--- config.mk ---
export PLATFORM = sky130hd
export DESIGN_NAME = axilite_master
export DESIGN_NICKNAME = d
export VERILOG_FILES = /design/src/rtl/axilite_pkg.sv /design/src/rtl/axilite_phase_timer.sv /design/src/rtl/axilite_master.sv
export SDC_FILE = /design/constraint.sdc
export NUM_CORES = 1
export LEC_CHECK = 0
export BUFFER_PORTS_ARGS = -buffer_cell sky130_fd_sc_hd__buf_2
export CAP_MARGIN = 40
export CORE_MARGIN = 8
export CORE_UTILIZATION = 25
export CTS_BUF_LIST = sky130_fd_sc_hd__clkbuf_8
export DETAILED_ROUTE_END_ITERATION = 8
export PLACE_DENSITY = 0.53
export SYNTH_ARGS = -nofsm -noshare
export SYNTH_HDL_FRONTEND = slang
export SYNTH_SLANG_ARGS = --single-unit
export TNS_END_PERCENT = 100
--- constraint.sdc ---
create_clock -name axi_aclk -period 3.7 [get_ports axi_aclk]
set_input_delay 0.37 -clock axi_aclk [delete_from_list [all_inputs] [get_ports axi_aclk]]
set_output_delay 0.37 -clock axi_aclk [all_outputs]
set_load 0.005 [all_outputs]
--- src/rtl/axilite_pkg.sv ---
// rtl/axilite_pkg.sv - shared types and constants for the AXI-Lite master
//
// Purpose : write/read path state encodings and the data word returned on a
//           read that gives up waiting (only produced when the design is built
//           with AXIL_MASTER_TIMEOUT_EN).
// Ports   : none (package).
package axilite_pkg;

  typedef enum logic [1:0] {
    W_IDLE = 2'd0,
    W_ADDR = 2'd1,
    W_DATA = 2'd2
  } wr_state_e;

  typedef enum logic [1:0] {
    R_IDLE = 2'd0,
    R_ADDR = 2'd1,
    R_DATA = 2'd2
  } rd_state_e;

  localparam logic [31:0] AXIL_TIMEOUT_DATA = 32'hDEAD_BEEF;

endpackage

--- src/rtl/axilite_phase_timer.sv ---
// rtl/axilite_phase_timer.sv - per-path handshake wait counter
//
// Purpose : counts consecutive cycles a path spends waiting for a handshake.
//           Used only when the master is built with AXIL_MASTER_TIMEOUT_EN.
// Ports   : clk, rst_n  - clock, asynchronous active-low reset
//           clear       - return the count to zero (idle or handshake seen)
//           incr        - this cycle is a waiting cycle
//           expired     - this waiting cycle is the LIMIT-th in a row
module axilite_phase_timer #(
  parameter int LIMIT = 255
) (
  input  logic clk,
  input  logic rst_n,
  input  logic clear,
  input  logic incr,
  output logic expired
);

  localparam int CW = (LIMIT < 2) ? 1 : $clog2(LIMIT + 1);

  logic [CW-1:0] cnt;

  always_ff @(posedge clk or negedge rst_n) begin
    if (!rst_n) begin
      cnt <= '0;
    end else if (clear) begin
      cnt <= '0;
    end else if (incr) begin
      cnt <= cnt + CW'(1);
    end
  end

  // cnt holds the number of earlier waiting cycles, so the current one is
  // the LIMIT-th when cnt == LIMIT-1.
  assign expired = incr && (cnt == CW'(LIMIT - 1));

endmodule

--- src/rtl/axilite_master.sv ---
// rtl/axilite_master.sv - backend request to AXI-Lite master bridge (posted writes)
//
// Purpose : turns single-beat backend read/write requests into AXI-Lite master
//           transactions. Writes issue AW then W and finish on W acceptance
//           (no B channel). Read and write paths are independent.
// Macro   : AXIL_MASTER_TIMEOUT_EN - when defined, each path abandons a phase
//           after TIMEOUT_CYC waiting cycles and reports done+err; reads then
//           return AXIL_TIMEOUT_DATA.
// Ports   : axi_aclk, axi_aresetn            - clock, async active-low reset
//           bk_wstart/waddr/wdata/wstrb      - write request
//           bk_wbusy/bk_wdone/bk_werr        - write status
//           bk_rstart/bk_raddr               - read request
//           bk_rbusy/bk_rdata/bk_rdone/bk_rerr - read status and data
//           axi_aw*, axi_w*, axi_ar*, axi_r* - AXI-Lite master channels
module axilite_master
  import axilite_pkg::*;
#(
  parameter int ADDR_W      = 15,
  parameter int DATA_W      = 32,
  parameter int TIMEOUT_CYC = 255
) (
  input  logic                axi_aclk,
  input  logic                axi_aresetn,
  input  logic                bk_wstart,
  input  logic [ADDR_W-1:0]   bk_waddr,
  input  logic [DATA_W-1:0]   bk_wdata,
  input  logic [DATA_W/8-1:0] bk_wstrb,
  output logic                bk_wbusy,
  output logic                bk_wdone,
  output logic                bk_werr,
  input  logic                bk_rstart,
  input  logic [ADDR_W-1:0]   bk_raddr,
  output logic                bk_rbusy,
  output logic [DATA_W-1:0]   bk_rdata,
  output logic                bk_rdone,
  output logic                bk_rerr,
  output logic                axi_awvalid,
  output logic [ADDR_W-1:0]   axi_awaddr,
  input  logic                axi_awready,
  output logic                axi_wvalid,
  output logic [DATA_W-1:0]   axi_wdata,
  output logic [DATA_W/8-1:0] axi_wstrb,
  input  logic                axi_wready,
  output logic                axi_arvalid,
  output logic [ADDR_W-1:0]   axi_araddr,
  input  logic                axi_arready,
  input  logic                axi_rvalid,
  input  logic [DATA_W-1:0]   axi_rdata,
  output logic                axi_rready
);

  localparam int STRB_W = DATA_W / 8;

  // ---------------- write path ----------------
  wr_state_e           w_state, w_state_nx;
  logic                w_accept, aw_hs, w_hs, w_to;
  logic                w_done_nx, w_err_nx;
  logic [ADDR_W-1:0]   w_addr_q;
  logic [DATA_W-1:0]   w_data_q;
  logic [STRB_W-1:0]   w_strb_q;

  // The done cycle still counts as busy, so a start there is not taken.
  assign w_accept = (w_state == W_IDLE) && !bk_wdone && bk_wstart;
  assign aw_hs    = (w_state == W_ADDR) && axi_awready;
  assign w_hs     = (w_state == W_DATA) && axi_wready;

  always_ff @(posedge axi_aclk or negedge axi_aresetn) begin
    if (!axi_aresetn) w_state <= W_IDLE;
    else              w_state <= w_state_nx;
  end

  always_comb begin
    w_state_nx = w_state;
    w_done_nx  = 1'b0;
    w_err_nx   = 1'b0;
    case (w_state)
      W_IDLE: if (w_accept) w_state_nx = W_ADDR;
      W_ADDR: begin
        if (aw_hs) begin
          w_state_nx = W_DATA;
        end else if (w_to) begin
          w_state_nx = W_IDLE;
          w_done_nx  = 1'b1;
          w_err_nx   = 1'b1;
        end
      end
      W_DATA: begin
        if (w_hs) begin
          w_state_nx = W_IDLE;
          w_done_nx  = 1'b1;
        end else if (w_to) begin
          w_state_nx = W_IDLE;
          w_done_nx  = 1'b1;
          w_err_nx   = 1'b1;
        end
      end
      default: w_state_nx = W_IDLE;
    endcase
  end

  always_ff @(posedge axi_aclk or negedge axi_aresetn) begin
    if (!axi_aresetn) begin
      w_addr_q <= '0;
      w_data_q <= '0;
      w_strb_q <= '0;
      bk_wdone <= 1'b0;
      bk_werr  <= 1'b0;
    end else begin
      bk_wdone <= w_done_nx;
      bk_werr  <= w_err_nx;
      if (w_accept) begin
        w_addr_q <= bk_waddr;
        w_data_q <= bk_wdata;
        w_strb_q <= bk_wstrb;
      end
    end
  end

  assign axi_awvalid = (w_state == W_ADDR);
  assign axi_awaddr  = w_addr_q;
  assign axi_wvalid  = (w_state == W_DATA);
  assign axi_wdata   = w_data_q;
  assign axi_wstrb   = w_strb_q;
  assign bk_wbusy    = (w_state != W_IDLE) || bk_wdone;

  // ---------------- read path ----------------
  rd_state_e           r_state, r_state_nx;
  logic                r_accept, ar_hs, r_hs, r_to;
  logic                r_done_nx, r_err_nx;
  logic [ADDR_W-1:0]   r_addr_q;

  assign r_accept = (r_state == R_IDLE) && !bk_rdone && bk_rstart;
  assign ar_hs    = (r_state == R_ADDR) && axi_arready;
  assign r_hs     = (r_state == R_DATA) && axi_rvalid;

  always_ff @(posedge axi_aclk or negedge axi_aresetn) begin
    if (!axi_aresetn) r_state <= R_IDLE;
    else              r_state <= r_state_nx;
  end

  always_comb begin
    r_state_nx = r_state;
    r_done_nx  = 1'b0;
    r_err_nx   = 1'b0;
    case (r_state)
      R_IDLE: if (r_accept) r_state_nx = R_ADDR;
      R_ADDR: begin
        if (ar_hs) begin
          r_state_nx = R_DATA;
        end else if (r_to) begin
          r_state_nx = R_IDLE;
          r_done_nx  = 1'b1;
          r_err_nx   = 1'b1;
        end
      end
      R_DATA: begin
        if (r_hs) begin
          r_state_nx = R_IDLE;
          r_done_nx  = 1'b1;
        end else if (r_to) begin
          r_state_nx = R_IDLE;
          r_done_nx  = 1'b1;
          r_err_nx   = 1'b1;
        end
      end
      default: r_state_nx = R_IDLE;
    endcase
  end

  always_ff @(posedge axi_aclk or negedge axi_aresetn) begin
    if (!axi_aresetn) begin
      r_addr_q <= '0;
      bk_rdata <= '0;
      bk_rdone <= 1'b0;
      bk_rerr  <= 1'b0;
    end else begin
      bk_rdone <= r_done_nx;
      bk_rerr  <= r_err_nx;
      if (r_accept) r_addr_q <= bk_raddr;
      if (r_hs)          bk_rdata <= axi_rdata;
      else if (r_err_nx) bk_rdata <= DATA_W'(AXIL_TIMEOUT_DATA);
    end
  end

  assign axi_arvalid = (r_state == R_ADDR);
  assign axi_araddr  = r_addr_q;
  assign axi_rready  = (r_state == R_DATA);
  assign bk_rbusy    = (r_state != R_IDLE) || bk_rdone;

  // ---------------- optional phase timeout ----------------
`ifdef AXIL_MASTER_TIMEOUT_EN
  logic w_wait, r_wait;

  // Waiting = in a handshake phase with no handshake this cycle; anything
  // else (idle or a handshake) restarts the count for the next phase.
  assign w_wait = ((w_state == W_ADDR) && !axi_awready) ||
                  ((w_state == W_DATA) && !axi_wready);
  assign r_wait = ((r_state == R_ADDR) && !axi_arready) ||
                  ((r_state == R_DATA) && !axi_rvalid);

  axilite_phase_timer #(.LIMIT(TIMEOUT_CYC)) u_wr_timer (
    .clk     (axi_aclk),
    .rst_n   (axi_aresetn),
    .clear   (!w_wait),
    .incr    (w_wait),
    .expired (w_to)
  );

  axilite_phase_timer #(.LIMIT(TIMEOUT_CYC)) u_rd_timer (
    .clk     (axi_aclk),
    .rst_n   (axi_aresetn),
    .clear   (!r_wait),
    .incr    (r_wait),
    .expired (r_to)
  );
`else
  // No timers: a negative limit is meaningless, so this is constant 0 and
  // both paths wait indefinitely.
  assign w_to = (TIMEOUT_CYC < 0);
  assign r_to = (TIMEOUT_CYC < 0);
`endif

endmodule
* Word level (Yosys, flattened, before mapping) *
Cells that the tools add are included.

word-level totals
  bits in registers = 104

cells by class
  equality and inequality tests = 10
  multiplexer cells = 13
  reduce and logical (&&, ||, !) cells = 18

operator list
  operator                                                                 count
  32-bit two-way mux                                                       1
  2-bit two-way mux                                                        6
  2-bit one-hot mux with 3 select lines                                    2
  1-bit logical AND                                                        8
  2-bit by 1-bit inequality test with 1-bit output, second input constant  4
  3-bit AND reduction                                                      2
  2-bit by 1-bit == test with 1-bit output, second input constant          2
  2-bit == test, second input constant                                     2
  2-bit zero test                                                          2
  1-bit two-way mux                                                        4
  2-bit inequality test, second input constant                             2
  2-bit nonzero test                                                       2
  1-bit zero test                                                          2
  1-bit logical OR                                                         2

* Depth between registers and ports, before layout *
Gate-level depths: netlist of the first run.

  depth in word-level cells = 5
  depth in mapped cells = 3
  mapped depth without buffers = 2

* Worst setup path before layout of the first run *
No wires, ideal clock.

  kind = register to register
  start = reg w_state[1]
  end = reg w_data_q[10], in the netlist axi_wdata[10]
  required time = 3.575 ns
  data arrival time = 1.418 ns
  slack = 2.157 ns
  setup time = 0.125 ns
  cell stages (with the launch flop) = 4
  path through = dfrtp_1 -> nor4b_4 -> buf_6 -> mux2_4

between the ends
  longest elaborated chain between the ends = 3

RTL lines
  element                          RTL line               text
  start: declaration               axilite_master.sv:55   wr_state_e w_state, w_state_nx;
  start signal: assignment         axilite_master.sv:69   else w_state <= w_state_nx;
  2-bit zero test                  axilite_master.sv:63   assign w_accept = (w_state == W_IDLE) && !bk_wdone && bk_wstart;
  1-bit logical AND (2 in series)  axilite_master.sv:63
  end signal: assignment           axilite_master.sv:113  w_data_q <= bk_wdata;
  end: declaration                 axilite_master.sv:59   logic [DATA_W-1:0] w_data_q;

Every way passes these cells.
A chain may end at the register's enable or synchronous reset.

* Final worst setup path of the first run *
  start = reg w_state[0]
  end = reg w_data_q[5], in the netlist axi_wdata[5]

The elaborated chain is that of the path after synthesis.

==> impl_summary.log, run 1 <==
[metrics] RSZ-0062 raised after global routing: no
[metrics] worst-path fanout max: 42
[metrics] number of standard cells in the final layout excluding fillers: about 670
[metrics] remaining global-route overflow: 0
[metrics] x dimension of the die: ~140 um
[metrics] Final Cycle Share: 54.3%
[metrics] clock buffer depth: 2
[metrics] Filler Cells Inserted: roughly 1600
[metrics] WL per Instance: about 16 um
[metrics] relative contribution of combinational cells to total power: between 30% and 40%
[metrics] total die area: a little over 20000 um2
[metrics] Net Switching: 1370 uW
[metrics] area of the core: 15800 um2
[metrics] main combinational cell family by area after synthesis: multiplexers
[metrics] post-DR vias/cell: ~4.0
[metrics] total DRC errors in the routed layout: 0
[metrics] HPWL after DPL: about 8.3 mm
[metrics] f_max: roughly 0.50 GHz
[metrics] total inserted antenna cells: 0
[metrics] Setup WS post-layout: about 1700 ps
[metrics] commonest register cell after synthesis: sky130_fd_sc_hd__dfrtp_1
[metrics] Slew HR: 50.1%
[metrics] data arrival at the endpoint of the critical path: 2270 ps
[metrics] number of DRC violations after detailed-routing iteration 0: 53
[metrics] arithmetic-cell share of the synthesized area counting full adders, half adders and majority gates: 0%
[metrics] flip-flop and latch count after synthesis: 104
[metrics] PD cells: approximately 800 nW/um2
[metrics] final-layout setup total negative slack: 0 ps
[metrics] area growth from synthesis to layout: 38.7%
[metrics] number of clock sinks seen by CTS: around 100
[metrics] Clock Power Share: between 15 and 20%
[metrics] power share of the sequential group: 43.6%
[metrics] worst-case clock skew: between 6 and 7 ps
[metrics] Synth Area per Inst: around 17 um2
[metrics] status: finished clean
[metrics] Final Critical Period: between 2000 and 2500 ps
[metrics] port buffer count: 211
[metrics] pin count of the biggest net entering global routing: 55
[metrics] number of vias in the routed layout: 2721
[metrics] peak supply drop: about 0.32 mV
[metrics] cell taking the most area after synthesis: sky130_fd_sc_hd__dfrtp_1
[metrics] number of primary I/O pins: approximately 210
[metrics] EDFF count, synth: 0
[metrics] CTS clock-pin slew for the worst setup and hold paths: about 90 ps
[metrics] Gate Count Post-Synth: ~240
[metrics] standby leakage power: ~0.0028 uW
[metrics] slew of the pin with the lowest slew margin: 746 ps
[metrics] Die Y: roughly 140 um
[metrics] Critical Path Sink Type: register
[metrics] TritonCTS clock tree: yes
[metrics] DRT Wirelength: 10.6 mm
[metrics] critical path startpoint category: register
[metrics] Final ANT Viol Nets: 0
[metrics] overall fraction of global-route tracks in use: 10.5%
[metrics] Starting Density: 25.5%
[metrics] final setup violation count: 0
[metrics] CTS buffer count: 9
[metrics] Post-Synth Simple-Gate Area: 3.24%
[metrics] standard-cell row count: 46
[metrics] number of optimization iterations in the first detailed-route pass: 3
[metrics] H-tree levels: 3
[metrics] CTS Root Buffer Type: sky130_fd_sc_hd__clkbuf_8
[metrics] minimum setup slack after placement: ~1600 ps
[metrics] final slew viol count: 0
[metrics] proportion of register bits with asynchronous set or reset after synthesis: 100%
[metrics] number of hold-slack violations in the final timing report: 0
[metrics] share of synthesized area spent on multiplexers: roughly 28%
[metrics] sequential share of the synthesized area: between 60% and 70%
[metrics] multi-input combinational cell area: around 1300 um2
[metrics] wire length of the first global-routing pass: around 16 mm
[metrics] type of the worst setup path: register to register
[metrics] Clk Latency, worst-skew pair: ~370 ps
[metrics] Internal Pwr Total: approximately 3200 uW
[metrics] Mapped Area: about 4000 um2
[metrics] most instantiated cells after synthesis: sky130_fd_sc_hd__dfrtp_1, sky130_fd_sc_hd__mux2_2, sky130_fd_sc_hd__mux2_4
[metrics] Switching Fraction: between 20 and 30%
[metrics] portion of synthesized cell area occupied by the leading cell type: between 60 and 70%
[metrics] fraction of layout instances using a drive strength above 1: between 70% and 80%
[metrics] worst hold-check path type: input port to register
[metrics] most instantiated library cell after synthesis: sky130_fd_sc_hd__dfrtp_1
[metrics] number of cells after detailed placement: around 660
[metrics] Warnings, synthesis: 0
[metrics] hold slack: roughly 220 ps
[metrics] number of violations of the max-capacitance limit: 0
[metrics] final-stage net count: ~560
[metrics] ranking of synthesized cells by area: sky130_fd_sc_hd__dfrtp_1, sky130_fd_sc_hd__mux2_2, sky130_fd_sc_hd__mux2_4
[metrics] Required @ worst endpoint: slightly below 4000 ps
[metrics] compound-cell area share of the yosys netlist: 0.686%
[metrics] routability congestion estimate: 0.723
[metrics] post-synthesis xor/xnor area fraction: 0%
[metrics] initial antenna violation count: 1
[metrics] area taken by flip-flops and latches: 2600 um2
[metrics] post-cts resize count: 0
[metrics] distinct cell type count after synthesis: 18
[metrics] number of global-route vias before repair: approximately 3000
final timing paths:
check,startpoint,endpoint,slack [ps],cells past startpoint
min in group asynchronous,axi_aresetn,axi_araddr[0],510,2
setup / recovery,w_state[0],axi_wdata[5],1690,3
max in group asynchronous,axi_aresetn,axi_wdata[28],2280,4
hold reg to reg,bk_rdata[29],bk_rdata[29],500,1
hold / removal,bk_wdata[27],axi_wdata[27],220,2
setup reg to reg,w_state[0],axi_wdata[5],1690,3
metal layers:
metal | global-route usage (%) | routed length [um] | share of wire (%) | up-vias
met1 | 11.1 | 4120 | 39 | 1318
li1 | - | - | - | 1256
met4 | 5.54 | 269 | 2.5 | 2
met3 | 4.84 | 1160 | 11 | 19
met5 | 0 | 13 | 0.12 | -
met2 | 17.1 | 5030 | 48 | 126
critical path: stages (launching register included):
cell	delay [ps]
sky130_fd_sc_hd__dfrtp_1	460
sky130_fd_sc_hd__nor4b_4	700
sky130_fd_sc_hd__buf_12	330
sky130_fd_sc_hd__mux2_2	370
cell usage in the layout, fill, tap and decap left out:
master                          count
sky130_fd_sc_hd__clkbuf_8          12
sky130_fd_sc_hd__buf_16             1
sky130_fd_sc_hd__inv_1              5
sky130_fd_sc_hd__mux2_4            10
sky130_fd_sc_hd__buf_2            210
sky130_fd_sc_hd__or3_1              2
sky130_fd_sc_hd__a21oi_1            2
sky130_fd_sc_hd__dfrtp_1          104
sky130_fd_sc_hd__nor4b_4            2
sky130_fd_sc_hd__nand3b_1           1
sky130_fd_sc_hd__nand2b_1           2
sky130_fd_sc_hd__and2_1             1
sky130_fd_sc_hd__dlygate4sd3_1      1
sky130_fd_sc_hd__bufinv_16          2
sky130_fd_sc_hd__or3b_2             2
sky130_fd_sc_hd__mux2_2            88
sky130_fd_sc_hd__a22o_1             2
sky130_fd_sc_hd__and2b_1            1
sky130_fd_sc_hd__conb_1             2
sky130_fd_sc_hd__buf_4              3
sky130_fd_sc_hd__buf_6              1
sky130_fd_sc_hd__nor2b_1            3
sky130_fd_sc_hd__buf_12             1
through the flow:
stage / util (%) / total power, uW / cell area [um2]
3_5_place_dp: 33.8 / 3870 / 5320
4_1_cts: 35.3 / 4710 / 5570
2_1_floorplan: - / 2980 / 4020
6_report: 35.3 / 4590 / 5570
3_3_place_gp: 33.5 / 3790 / 5280
5_1_grt: 35.3 / 4940 / 5570
cell type report:
class                           instances  area share (%)
Clock buffer                           12            2.97
Clock inverter                          4            1.21
Inverter                                3           0.202
Multi-Input combinational cell        118            23.5
Sequential cell                       104            46.8
Tap cell                              216            4.86
Timing Repair Buffer                  217            20.5
state kept, by name (all words and copies together) (netlist names):
name / count
w_state: 2
axi_araddr: 15
bk_wdone: 1
axi_awaddr: 15
bk_rdata: 32
axi_wdata: 32
bk_rdone: 1
axi_wstrb: 4
r_state: 2
cells by family (layout without fill, tap and decap cells):
| logic type | after synthesis | after routing |
|---|---|---|
| multiplexers | 98 | 98 |
| other | 1 | 2 |
| flip-flops | 104 | 104 |
| AND/OR/NAND/NOR | 14 | 14 |
| AO/OA/AOI/OAI | 4 | 4 |
| buffers and inverters | 14 | 236 |
repair_timing:
action	CTS	global route
endpoints found under the setup margin	0	0
hold endpoints to repair	36	0
hold buffers	1	0
buffers inserted	0	0
power by group through the flow:
stage / Clock, uW / Combinational (uW) / Sequential (uW)
floorplan: 0 / 908 / 2070
global placement: 0 / 1780 / 2000
detailed placement: 0 / 1840 / 2030
CTS: 860 / 1840 / 2010
global route: 904 / 1950 / 2080
finish: 811 / 1780 / 2000
Note: power is estimated with default switching activity, not from simulation.
==> run 2: changes to the inputs <==
--- a/config.mk
+++ b/config.mk
@@ -11,7 +11,7 @@
 export CORE_UTILIZATION = 25
 export CTS_BUF_LIST = sky130_fd_sc_hd__clkbuf_8
 export DETAILED_ROUTE_END_ITERATION = 8
-export PLACE_DENSITY = 0.53
+export PLACE_DENSITY = 0.54
 export SYNTH_ARGS = -nofsm -noshare
 export SYNTH_HDL_FRONTEND = slang
 export SYNTH_SLANG_ARGS = --single-unit
==> constraint.sdc (replaced) <==
create_clock -name axi_aclk -period 1.8 [get_ports axi_aclk]
set_input_delay 0.18 -clock axi_aclk [delete_from_list [all_inputs] [get_ports axi_aclk]]
set_output_delay 0.18 -clock axi_aclk [all_outputs]
set_load 0.005 [all_outputs]
==> run 2 against run 1 <==
Net effect:
- critical path depth unchanged
- cell count increased by 2.2%
- design area grew 1.3%
- register-to-register slack worse by 1500 ps
- largest cell class unchanged
- clock skew rose by 4.7 ps
- sequential cell count unchanged
- global-route usage down 0.13 points
==> impl_summary.log, run 2 (synthesis results as in run 1) <==
[metrics] area taken by flip-flops and latches: 2600 um2 (unchanged)
[metrics] x dimension of the die: 143 um (unchanged)
[metrics] PD cells: 1610 nW/um2 (was 824 nW/um2)
[metrics] area growth from synthesis to layout: 40.5% (was 38.7%)
[metrics] final core area utilization: 35.8% (was 35.3%)
[metrics] final-stage net count: 574 (was 559)
[metrics] overall fraction of global-route tracks in use: 10.3% (was 10.5%)
[metrics] HPWL after DPL: 8.24 mm (was 8.35 mm)
[metrics] Filler Cells Inserted: 1626 (was 1592)
[metrics] worst-case clock skew: 10.8 ps (was 6.11 ps)
[metrics] Clk Latency, worst-skew pair: 360 ps (was 370 ps)
[metrics] post-DR vias/cell: 3.99 (was 4.04)
[metrics] total die area: 20400 um2 (unchanged)
[metrics] number of clock sinks seen by CTS: 104 (unchanged)
[metrics] WL per Instance: 15.3 um (was 15.7 um)
[metrics] Die Y: 143 um (unchanged)
[metrics] number of DRC violations after detailed-routing iteration 0: 69 (was 53)
[metrics] number of cells after detailed placement: 660 (was 657)
[metrics] f_max: 0.610 GHz (was 0.498 GHz)
[metrics] pin count of the biggest net entering global routing: 52 (was 55)
[metrics] remaining global-route overflow: 0 (unchanged)
[metrics] Final ANT Viol Nets: 0 (unchanged)
[metrics] Required @ worst endpoint: 2050 ps (was 3960 ps)
[metrics] depth of the worst hold-timing path: 2 (unchanged)
[metrics] worst-path fanout max: 49 (was 42)
[metrics] routability congestion estimate: 0.713 (was 0.723)
[metrics] number of global-route vias before repair: 3090 (was 3085)
[metrics] number of vias in the routed layout: 2750 (was 2721)
[metrics] commonest non-fill, non-tap cell in the layout: sky130_fd_sc_hd__buf_2 (unchanged)
[metrics] number of standard cells in the final layout excluding fillers: 689 (was 674)
[metrics] standby leakage power: 0.00278 uW (was 0.00276 uW)
[metrics] Min-Delay Endpoint: axi_awaddr[1] (was axi_wdata[27])
[metrics] origin of the worst setup path: w_state[0] (unchanged)
[metrics] R2R Path Start: w_state[0] (unchanged)
[metrics] commonest non-fill, non-tap cells in the layout: sky130_fd_sc_hd__buf_2, sky130_fd_sc_hd__dfrtp_1, sky130_fd_sc_hd__mux2_2 (unchanged)
[metrics] post-layout power: 9090 uW (was 4590 uW)
[metrics] final-layout setup total negative slack: 0 ps (unchanged)
[metrics] Final Critical Period: 1640 ps (was 2010 ps)
[metrics] RSZ-0062 raised after global routing: no (unchanged)
[metrics] number of primary I/O pins: 214 (unchanged)
[metrics] H-tree levels: 3 (unchanged)
[metrics] wire length of the first global-routing pass: 16.4 mm (about the same)
[metrics] number of hold-slack violations in the final timing report: 0 (unchanged)
[metrics] number of violations of the max-capacitance limit: 0 (unchanged)
[metrics] total inserted antenna cells: 0 (unchanged)
[metrics] final slew viol count: 0 (unchanged)
[metrics] Final Cycle Share: 91.1% (was 54.3%)
[metrics] Hold Path Origin: bk_waddr[1] (was bk_wdata[27])
[metrics] type of the worst setup path: register to register (unchanged)
[metrics] TritonCTS clock tree: yes (unchanged)
[metrics] total DRC errors in the routed layout: 0 (unchanged)
[metrics] final setup violation count: 0 (unchanged)
[metrics] CTS clock-pin slew for the worst setup and hold paths: 100 ps (was 90 ps)
[metrics] critical path startpoint category: register (unchanged)
[metrics] CTS Root Buffer Type: sky130_fd_sc_hd__clkbuf_8 (unchanged)
[metrics] standard-cell row count: 46 (unchanged)
[metrics] worst reg2reg path endpoint: axi_wstrb[2] (was axi_wdata[5])
[metrics] data arrival at the endpoint of the critical path: 1890 ps (was 2270 ps)
[metrics] status: finished clean (unchanged)
[metrics] hold slack: 37.7 ps (was 220 ps)
[metrics] worst hold-check path type: input port to register (unchanged)
[metrics] multi-input combinational cell area: 1310 um2 (unchanged)
[metrics] number of optimization iterations in the first detailed-route pass: 4 (was 3)
[metrics] clock buffer depth: 2 (unchanged)
[metrics] area of the core: 15800 um2 (unchanged)
[metrics] CTS buffer count: 9 (unchanged)
[metrics] port buffer count: 211 (unchanged)
[metrics] fraction of layout instances using a drive strength above 1: 70.8% (was 72.5%)
[metrics] peak supply drop: 0.569 mV (was 0.317 mV)
[metrics] initial antenna violation count: 0 (was 1)
[metrics] register-to-register path setup slack: 160 ps (was 1690 ps)
[metrics] Critical Path Sink Type: register (unchanged)
[metrics] R2R cell count: 3 (unchanged)
[metrics] Starting Density: 25.5% (unchanged)
[metrics] DRT Wirelength: 10.5 mm (was 10.6 mm)
[run 2: cell types whose count changed in the layout (fill, tap and decap cells not counted), moves of 2 or more]
cell / previous run / this run
sky130_fd_sc_hd__clkinvlp_4: 0 / 4
sky130_fd_sc_hd__dlygate4sd3_1: 1 / 13
sky130_fd_sc_hd__buf_4: 3 / 7
sky130_fd_sc_hd__clkbuf_8: 12 / 10
sky130_fd_sc_hd__bufinv_16: 2 / 0
[run 2: per-stage QoR]
step	setup WS, ps	area, um2
after floorplan	257	4020
after global placement	214	5330
after detailed placement	158	5330
after CTS	146	5640
after global routing	70.4	5640
final	161	5640
[run 2: metal layers]
metal,routed length (um),up-vias,GRT usage (%)
met5,0,-,0
met3,960,13,3.97
met2,5270,107,17.2
met4,204,0,5.03
li1,-,1285,-
met1,4110,1345,11.4
[run 2: worst max path at each step]
stage	endpoint	cells past startpoint
finish	axi_wstrb[2]	3
floorplan	axi_wdata[10]	3
detailed placement	axi_wdata[0]	3
global route	axi_wstrb[2]	3
global placement	axi_wdata[3]	3
CTS	axi_wdata[0]	3
[run 2: critical path: stages, from the launching register on]
cell and delay, ps:
sky130_fd_sc_hd__dfrtp_1 450, sky130_fd_sc_hd__nor4b_4 360, sky130_fd_sc_hd__buf_12 320, sky130_fd_sc_hd__mux2_2 370
[run 2: power breakdown]
part	switching [uW]	leakage, uW	internal [uW]
combinational	1420	0.00146	2240
sequential	609	0.00123	3510
clock	781	0.0000831	531
[run 2: timing repair]
| action | 4_1_cts | 5_1_grt |
|---|---|---|
| hold buffers | 13 | 0 |
| endpoints found under the hold margin | 88 | 0 |
| gates resized for setup | 0 | 0 |
| buffers inserted | 0 | 0 |
[run 2: cell type report]
class	instances	share of cell area [%]
Clock inverter	6	0.666
Timing Repair Buffer	232	22.6
Tap cell	216	4.79
Multi-Input combinational cell	118	23.2
Clock buffer	10	2.44
Inverter	3	0.200
Sequential cell	104	46.2
==> run 3: changes to the inputs <==
--- a/config.mk
+++ b/config.mk
@@ -7,11 +7,14 @@
 export LEC_CHECK = 0
 export BUFFER_PORTS_ARGS = -buffer_cell sky130_fd_sc_hd__buf_2
 export CAP_MARGIN = 40
+export CELL_PAD_IN_SITES_DETAIL_PLACEMENT = 0
+export CELL_PAD_IN_SITES_GLOBAL_PLACEMENT = 1
+export CORE_ASPECT_RATIO = 1.5
 export CORE_MARGIN = 8
 export CORE_UTILIZATION = 25
 export CTS_BUF_LIST = sky130_fd_sc_hd__clkbuf_8
 export DETAILED_ROUTE_END_ITERATION = 8
-export PLACE_DENSITY = 0.54
+export PLACE_DENSITY = 0.66
 export SYNTH_ARGS = -nofsm -noshare
 export SYNTH_HDL_FRONTEND = slang
 export SYNTH_SLANG_ARGS = --single-unit
==> run 3 against run 2 <==
Net effect:
- global-route usage grew 0.40 points
- fmax grew 1.7%
- total power grew 1.5%
- critical path depth is the same
- critical path type unchanged
- first-iteration DRC count grew 32%
- combinational power grew 1%
- setup slack gained 28 ps
- register-to-register slack gained 30 ps
- clock skew is essentially flat
- wire length grew 6.1%
- largest power group unchanged
- die area grew 0.41%
- sequential share of layout area grew 0.91 points
==> impl_summary.log, run 3 (synthesis results as in run 1) <==
[metrics] fraction of layout instances using a drive strength above 1: 72.8% (was 70.8%)
[metrics] number of primary I/O pins: 214 (unchanged)
[metrics] Switching Fraction: 31.5% (was 30.9%)
[metrics] Final Cycle Share: 89.5% (was 91.1%)
[metrics] critical path startpoint category: register (unchanged)
[metrics] Starting Density: 25.6% (was 25.5%)
[metrics] number of global-route vias before repair: 3209 (was 3090)
[metrics] Net Switching: 2910 uW (was 2810 uW)
[metrics] CTS clock-pin slew for the worst setup and hold paths: 100 ps (about the same)
[metrics] x dimension of the die: 119 um (was 143 um)
[metrics] power share of the sequential group: 44.9% (was 45.3%)
[metrics] commonest non-fill, non-tap cells in the layout: sky130_fd_sc_hd__buf_2, sky130_fd_sc_hd__dfrtp_1, sky130_fd_sc_hd__mux2_2 (unchanged)
[metrics] data arrival at the endpoint of the critical path: 1860 ps (was 1890 ps)
[metrics] total inserted antenna cells: 0 (unchanged)
[metrics] Required @ worst endpoint: 2050 ps (about the same)
[metrics] wire length of the first global-routing pass: 17.3 mm (was 16.4 mm)
[metrics] slew of the pin with the lowest slew margin: 530 ps
[metrics] final core area utilization: 35.2% (was 35.8%)
[metrics] overall fraction of global-route tracks in use: 10.7% (was 10.3%)
[metrics] worst-path fanout max: 25 (was 49)
[metrics] CTS buffer count: 9 (unchanged)
[metrics] Clk Latency, worst-skew pair: 360 ps (about the same)
[metrics] CTS Root Buffer Type: sky130_fd_sc_hd__clkbuf_8 (unchanged)
[metrics] commonest non-fill, non-tap cell in the layout: sky130_fd_sc_hd__buf_2 (unchanged)
[metrics] PD cells: 1670 nW/um2 (was 1610 nW/um2)
[metrics] initial antenna violation count: 1 (was 0)
[metrics] number of DRC violations after detailed-routing iteration 0: 91 (was 69)
[metrics] standby leakage power: 0.00275 uW (was 0.00278 uW)
[metrics] number of violations of the max-capacitance limit: 0 (unchanged)
[metrics] H-tree levels: 3 (unchanged)
[metrics] HPWL after DPL: 8.81 mm (was 8.24 mm)
[metrics] peak supply drop: 0.579 mV (was 0.569 mV)
[metrics] standard-cell row count: 56 (was 46)
[metrics] Critical Path Sink Type: register (unchanged)
[metrics] f_max: 0.621 GHz (was 0.610 GHz)
[metrics] Die Y: 171 um (was 143 um)
[metrics] post-DR vias/cell: 4.16 (was 3.99)
[metrics] DRT Wirelength: 11.2 mm (was 10.5 mm)
[metrics] RSZ-0062 raised after global routing: no (unchanged)
[metrics] TritonCTS clock tree: yes (unchanged)
[metrics] Final ANT Viol Nets: 0 (unchanged)
[metrics] worst hold-check path type: input port to register (unchanged)
[metrics] port buffer count: 211 (unchanged)
[metrics] routability congestion estimate: 0.702 (was 0.713)
[metrics] post-placement cell area: 5340 um2 (was 5330 um2)
[metrics] Slew HR: roughly 65%
[metrics] pin count of the biggest net entering global routing: 40 (was 52)
[metrics] total DRC errors in the routed layout: 0 (unchanged)
[metrics] clock buffer depth: 2 (unchanged)
[metrics] type of the worst setup path: register to register (unchanged)
[metrics] total die area: 20400 um2 (about the same)
[metrics] area growth from synthesis to layout: 37.8% (was 40.5%)
[metrics] Filler Cells Inserted: 1599 (was 1626)
[metrics] worst-case clock skew: 10.9 ps (was 10.8 ps)
[metrics] Internal Pwr Total: 6320 uW (was 6280 uW)
[metrics] final-layout setup total negative slack: 0 ps (unchanged)
[metrics] final-stage net count: 560 (was 574)
[metrics] WL per Instance: 16.9 um (was 15.3 um)
[metrics] number of vias in the routed layout: 2752 (was 2750)
[metrics] post-cts resize count: 0 (unchanged)
[metrics] number of clock sinks seen by CTS: 104 (unchanged)
[metrics] status: finished clean (unchanged)
[metrics] relative contribution of combinational cells to total power: 40.2% (about the same)
[metrics] number of optimization iterations in the first detailed-route pass: 4 (unchanged)
[metrics] cell area after layout: 5530 um2 (was 5640 um2)
[metrics] remaining global-route overflow: 0 (unchanged)
[metrics] number of hold-slack violations in the final timing report: 0 (unchanged)
[metrics] Final Critical Period: 1610 ps (was 1640 ps)
[metrics] Clock Power Share: 14.9% (was 14.4%)
[metrics] final setup violation count: 0 (unchanged)
[metrics] final slew viol count: 0 (unchanged)
[metrics] area of the core: 15700 um2 (was 15800 um2)
-- run 3: layout make-up --
class                      count  area, um2  share of cell area, %
clock buffer                  10        138                   2.49
timing repair buffer         218       1180                   21.3
tap                          203        254                   4.59
sequential                   104       2600                   47.1
clock inverter                 6       42.5                  0.769
inverter                       3       11.3                  0.204
multi-input combinational    118       1310                   23.6
-- run 3: what timing repair did --
item                       in CTS  in global routing
setup endpoints to repair       0                  0
hold endpoints to repair       36                  0
buffers inserted                0                  0
hold buffers                    1                  0
-- run 3: power groups by stage --
stage,sequential [uW],combinational (uW),clock [uW]
final,4150,3710,1370
after floorplan,4260,1870,0
after global routing,4320,4060,1550
after detailed placement,4200,3830,0
after global placement,4130,3760,0
after CTS,4170,3840,1440
-- run 3: path summary, 6_finish.rpt --
check	slack, ps	endpoint	depth (start not counted)	start
setup reg to reg	190	axi_awaddr[0]	3	w_state[0]
min in group asynchronous	320	axi_wdata[23]	2	axi_aresetn
setup / recovery	190	axi_awaddr[0]	3	w_state[0]
hold reg to reg	510	bk_rdata[25]	1	bk_rdata[25]
hold / removal	40	bk_wdone	2	axi_wready
max in group asynchronous	860	axi_wstrb[1]	3	axi_aresetn
-- run 3: metal layers --
metal / share of wire [%] / global-route usage (%) / vias up
met2: 57 / 20.0 / 112
met5: 0.11 / 0 / -
li1: - / - / 1261
met1: 35 / 10.6 / 1368
met4: 1.0 / 3.33 / 2
met3: 7.7 / 4.36 / 9
-- run 3: worst max-delay path, stage by stage (launching register included) --
cell	delay (ps)
sky130_fd_sc_hd__dfrtp_1	460
sky130_fd_sc_hd__nor4b_4	420
sky130_fd_sc_hd__buf_12	250
sky130_fd_sc_hd__mux2_2	350
-- run 3: metrics by stage --
stage | hold slack (ps) | worst slack [ps] | total power, uW | cells
floorplan | -116 | 257 | 6120 | 236
global placement | 186 | 242 | 7890 | 645
detailed placement | 192 | 200 | 8040 | 645
CTS | 9.87 | 195 | 9450 | 662
global route | 9.05 | 132 | 9920 | 662
finish | 37.1 | 189 | 9220 | 662
